File: src/rtl/serial_add_sequencer.sv
// serial_add_sequencer
//
// Adds two W-bit unsigned operands plus a carry-in one bit at a time. It uses
// an external, clocked single-bit full-adder stage whose Sum/Carry_out return
// exactly ADD_LAT cycles after the bit pulse that produced them. Bit k is
// issued as a one-cycle pulse on fa_a/fa_b/fa_cin. Its result is captured
// ADD_LAT cycles later, so each bit takes ADD_LAT+1 cycles. The returned
// carry feeds the next bit's pulse directly.
//
// Ports
//   clk, rst            clock; synchronous active-high reset
//   in_valid/in_ready   operand request handshake (ready only in IDLE)
//   in_a, in_b, in_cin  operands and initial carry, latched on accept
//   fa_a, fa_b, fa_cin  registered bit pulses to the full-adder stage
//   fa_sum, fa_cout     full-adder stage results (sampled only on capture)
//   out_valid/out_ready result handshake (valid only in DONE)
//   out_sum, out_cout   assembled sum and final carry
//   busy                high in every state except IDLE

module serial_add_sequencer #(
    parameter int W       = 8,
    parameter int ADD_LAT = 9
) (
    input  logic         clk,
    input  logic         rst,
    input  logic         in_valid,
    output logic         in_ready,
    input  logic [W-1:0] in_a,
    input  logic [W-1:0] in_b,
    input  logic         in_cin,
    output logic         fa_a,
    output logic         fa_b,
    output logic         fa_cin,
    input  logic         fa_sum,
    input  logic         fa_cout,
    output logic         out_valid,
    input  logic         out_ready,
    output logic [W-1:0] out_sum,
    output logic         out_cout,
    output logic         busy
);

    localparam int KW = $clog2(W);
    localparam int CW = $clog2(ADD_LAT + 1);

    typedef enum logic [1:0] {
        IDLE  = 2'd0,
        ISSUE = 2'd1,
        WAIT  = 2'd2,
        DONE  = 2'd3
    } state_t;

    state_t          state;
    state_t          state_nxt;
    logic [KW-1:0]   k;
    logic [CW-1:0]   cnt;
    logic [W-1:0]    a_q;
    logic [W-1:0]    b_q;
    logic            accept;
    logic            capture;
    logic            last_bit;

    always_comb begin
        accept   = (state == IDLE) && in_valid;
        // The WAIT stretch lasts ADD_LAT cycles after the pulse cycle. Its
        // last cycle is the one where the adder result is on fa_sum/fa_cout.
        capture  = (state == WAIT) && (cnt == CW'(ADD_LAT - 1));
        last_bit = (k == KW'(W - 1));
    end

    always_comb begin
        state_nxt = state;
        case (state)
            IDLE:    if (in_valid) state_nxt = ISSUE;
            ISSUE:   state_nxt = WAIT;
            WAIT:    if (capture) state_nxt = last_bit ? DONE : ISSUE;
            DONE:    if (out_ready) state_nxt = IDLE;
            default: state_nxt = IDLE;
        endcase
    end

    assign in_ready  = (state == IDLE);
    assign busy      = (state != IDLE);
    assign out_valid = (state == DONE);

    // The pulse registers are loaded on the edge that enters ISSUE, so they
    // are high exactly during the ISSUE cycle and zero everywhere else. The
    // operands are shifted right after each capture, so the next bit to
    // issue is always bit 1 of the shift registers at that point.
    always_ff @(posedge clk) begin
        if (rst) begin
            state    <= IDLE;
            k        <= '0;
            cnt      <= '0;
            out_sum  <= '0;
            out_cout <= 1'b0;
            fa_a     <= 1'b0;
            fa_b     <= 1'b0;
            fa_cin   <= 1'b0;
        end else begin
            state  <= state_nxt;
            fa_a   <= 1'b0;
            fa_b   <= 1'b0;
            fa_cin <= 1'b0;

            if ((state == WAIT) && !capture) cnt <= cnt + 1'b1;
            else                             cnt <= '0;

            if (accept) begin
                a_q    <= in_a;
                b_q    <= in_b;
                k      <= '0;
                fa_a   <= in_a[0];
                fa_b   <= in_b[0];
                fa_cin <= in_cin;
            end

            if (capture) begin
                out_sum[k] <= fa_sum;
                if (last_bit) begin
                    out_cout <= fa_cout;
                end else begin
                    k      <= k + 1'b1;
                    a_q    <= a_q >> 1;
                    b_q    <= b_q >> 1;
                    fa_a   <= a_q[1];
                    fa_b   <= b_q[1];
                    fa_cin <= fa_cout;
                end
            end
        end
    end

endmodule

File: config.mk
export PLATFORM = sky130hd
export DESIGN_NAME = serial_add_sequencer
export DESIGN_NICKNAME = d
export VERILOG_FILES = /design/src/rtl/serial_add_sequencer.sv
export SDC_FILE = /design/constraint.sdc
export NUM_CORES = 1
export LEC_CHECK = 0
export CAP_MARGIN = 20
export CORE_MARGIN = 5
export CORE_UTILIZATION = 55
export CTS_BUF_LIST = sky130_fd_sc_hd__clkbuf_2
export DETAILED_ROUTE_END_ITERATION = 7
export PLACE_DENSITY = 0.9
export SYNTH_ARGS = -nofsm -noshare
export SYNTH_HDL_FRONTEND = slang
export SYNTH_SLANG_ARGS = --single-unit
File: constraint.sdc
create_clock -name clk -period 4.5 [get_ports clk]
set_clock_uncertainty 0.05 [all_clocks]
set_input_delay 0.45 -clock clk [delete_from_list [all_inputs] [get_ports clk]]
set_output_delay 0.45 -clock clk [all_outputs]
set_load 0.01 [all_outputs]
==> impl_metrics.env <==
export IMPL_status="finished clean"
export IMPL_syn_inst=152
export IMPL_mappedNetlistNets=180
export IMPL_cts_root_buf="clkbuf_2"
export IMPL_netlist_area_um2=1780
export IMPL_cp_required_ps=4590
export IMPL_setup_violations=0
export IMPL_yosysUniqueCellTypes=33
export IMPL_slew_headroom=0.387
export IMPL_drive_gt1_frac=0.189
export IMPL_grt_overflow=0
export IMPL_place_area_um2=2170
export IMPL_finalCriticalPeriod_ps=2290
export IMPL_hold_violations=0
export IMPL_r2r_setup_slack_ps=2210
export IMPL_grt_max_degree=28
export IMPL_wl_per_cell_um=15.4
export IMPL_ys_warn_count=0
export IMPL_crit_start="cnt[0]"
export IMPL_post_cts_buffers=0
export IMPL_rr_worst_depth=5
export IMPL_die_x_um=66.9
export IMPL_stdcell_area_um2=2210
export IMPL_hold_worst_slack_ps=425
export IMPL_cts_tree="done"
export IMPL_synth_simple_area_share=0.148
export IMPL_diodes=0
export IMPL_clock_latency_ps=370
export IMPL_cp_end_kind="flip-flop"
export IMPL_final_max_slew_viol_count=0
export IMPL_htree_levels=2
export IMPL_p_per_area_nw_per_um2=270
export IMPL_fp_row_count=20
export IMPL_setup_tns_ps=0
export IMPL_synth_xor_area_frac=0.00982
export IMPL_synth_mux_area_frac=0.241
export IMPL_detail_route_antenna_nets=0
export IMPL_start_kind="flip-flop"
export IMPL_cts_sinks=35
export IMPL_io_buffers=37
export IMPL_start_util=0.579
export IMPL_routabilityCongestion=0.796
export IMPL_dieArea_um2=4480
export IMPL_synth_avg_cell_area_um2=11.7
export IMPL_fin_cells=234
export IMPL_final_cell_mix="clkdlybuf4s50_1, dfxtp_1, mux2_2, edfxtp_1, nand2_1"
export IMPL_first_pass_iters=5
export IMPL_vias=1296
export IMPL_power_uw=597
export IMPL_ios=38
export IMPL_grt_pass1_vias=1240
export IMPL_route_detailed_drc=0
export IMPL_die_y_um=66.9
export IMPL_routed_via_density=5.54
export IMPL_dp_slack_ps=1950
export IMPL_synth_compound_area_share=0.0533
export IMPL_fillerInstances=222
export IMPL_dpl_cell_count=226
export IMPL_grt_pass1_wl_um=5820
export IMPL_cts_resized=0
export IMPL_min_period_over_period=0.509
export IMPL_drv_cap=0
export IMPL_yosys_area_share_adder=0.0351
export IMPL_peakVddDrop_uv=151
export IMPL_yosysSeqAreaShare=0.472
export IMPL_r2r_start="cnt[0]"
export IMPL_area_growth_pct=24.1
export IMPL_tightest_slew_ps=919
export IMPL_p_leak_nw=0.918
export IMPL_cts_clk_slew_worst_paths_ps=170
export IMPL_synth_seq_cells=35
export IMPL_crit_end="a_q[4]"
export IMPL_final_common_cell="clkdlybuf4s50_1"
export IMPL_nets=217
export IMPL_critPathKind="reg -> reg"
export IMPL_antenna_found_initial=0
export IMPL_worst_slack_ps=2210
export IMPL_reg2reg_to="a_q[4]"
export IMPL_final_util=0.719
export IMPL_path_max_fanout=17
export IMPL_postCtsHoldBufs=0
export IMPL_clk_path_buf_depth=2
export IMPL_max_freq_mhz=436
export IMPL_synth_top_family_by_area="multiplexers"
export IMPL_grt_use_total=0.174
export IMPL_drtIter0Drc=72
export IMPL_numCtsBuffers=5
export IMPL_wirelength_um=3610
export IMPL_dp_hpwl_um=2580
export IMPL_min_path_type="reg -> reg"
export IMPL_cp_arrival_ps=2380
export IMPL_core_um2=3080
export IMPL_rsz0062_at_grt="no"
final cells by class:
cell class / count / area (um^2) / area share
Tap cell: 44 / 55.1 / 0.0249
Sequential cell: 35 / 841 / 0.380
Multi-Input combinational cell: 101 / 868 / 0.393
Clock buffer: 7 / 35.0 / 0.0158
Timing Repair Buffer: 38 / 378 / 0.171
Clock inverter: 1 / 5.00 / 0.00226
Inverter: 8 / 30.0 / 0.0136
worst min path at each step:
stage               startpoint          to  cells past startpoint
floorplan               cnt[0]      cnt[0]                      1
detailed placement  out_sum[0]  out_sum[0]                      2
global placement        cnt[0]      cnt[0]                      1
CTS                 out_sum[0]  out_sum[0]                      2
finish              out_sum[0]  out_sum[0]                      2
global route        out_sum[0]  out_sum[0]                      2
power by group:
group / leakage [nW] / switching, mW / internal (mW)
clock: 0.0330 / 0.101 / 0.0424
sequential: 0.307 / 0.0101 / 0.349
combinational: 0.578 / 0.0346 / 0.0600
flip-flops by register name, summed over array words and instances, names as in the netlist:
signal    count
b_q           7
fa_cin        1
a_q           7
out_cout      1
state         2
fa_b          1
cnt           4
out_sum       8
k             3
fa_a          1
worst max-delay path, cell delays in order, from the launching register on:
cell     delay [ps]
dfxtp_1         370
inv_1            60
ha_1            170
and3b_1         580
nand2_2         420
mux2_4          400
layer usage:
metal  track usage  share of wire
met5             0              0
met4        0.0759          0.022
met3        0.0556          0.075
met2         0.292           0.47
met1         0.203           0.43
logic make-up after synthesis:
group / Yosys count
AND/OR/NAND/NOR: 46
XOR/XNOR: 2
buffers and inverters: 16
multiplexers: 36
adder cells (fa/ha/maj): 5
flip-flops: 35
AO/OA/AOI/OAI: 12
synth_stat cells, drive strengths merged:
cell     number  area [um^2]
a2111oi       2         17.5
a211oi        1         7.51
a21oi         3         15.0
a221oi        1         8.76
a32oi         3         26.3
a41o          2         20.0
and2          2         12.5
and2b         1         7.51
and3b         1         8.76
buf           6         36.3
clkbuf        2         7.51
dfxtp        21          420
edfxtp       14          420
ha            5         62.6
inv           8         30.0
mux2         25          319
mux2i        11          110
nand2        14         55.1
nand3         6         30.0
nand4         2         12.5
nand4bb       1         11.3
nor2         11         41.3
nor3b         4         46.3
nor4bb        3         30.0
or3b          1         8.76
xnor2         1         8.76
xor2          1         8.76
No activity file was read; power rests on OpenSTA's default activity.
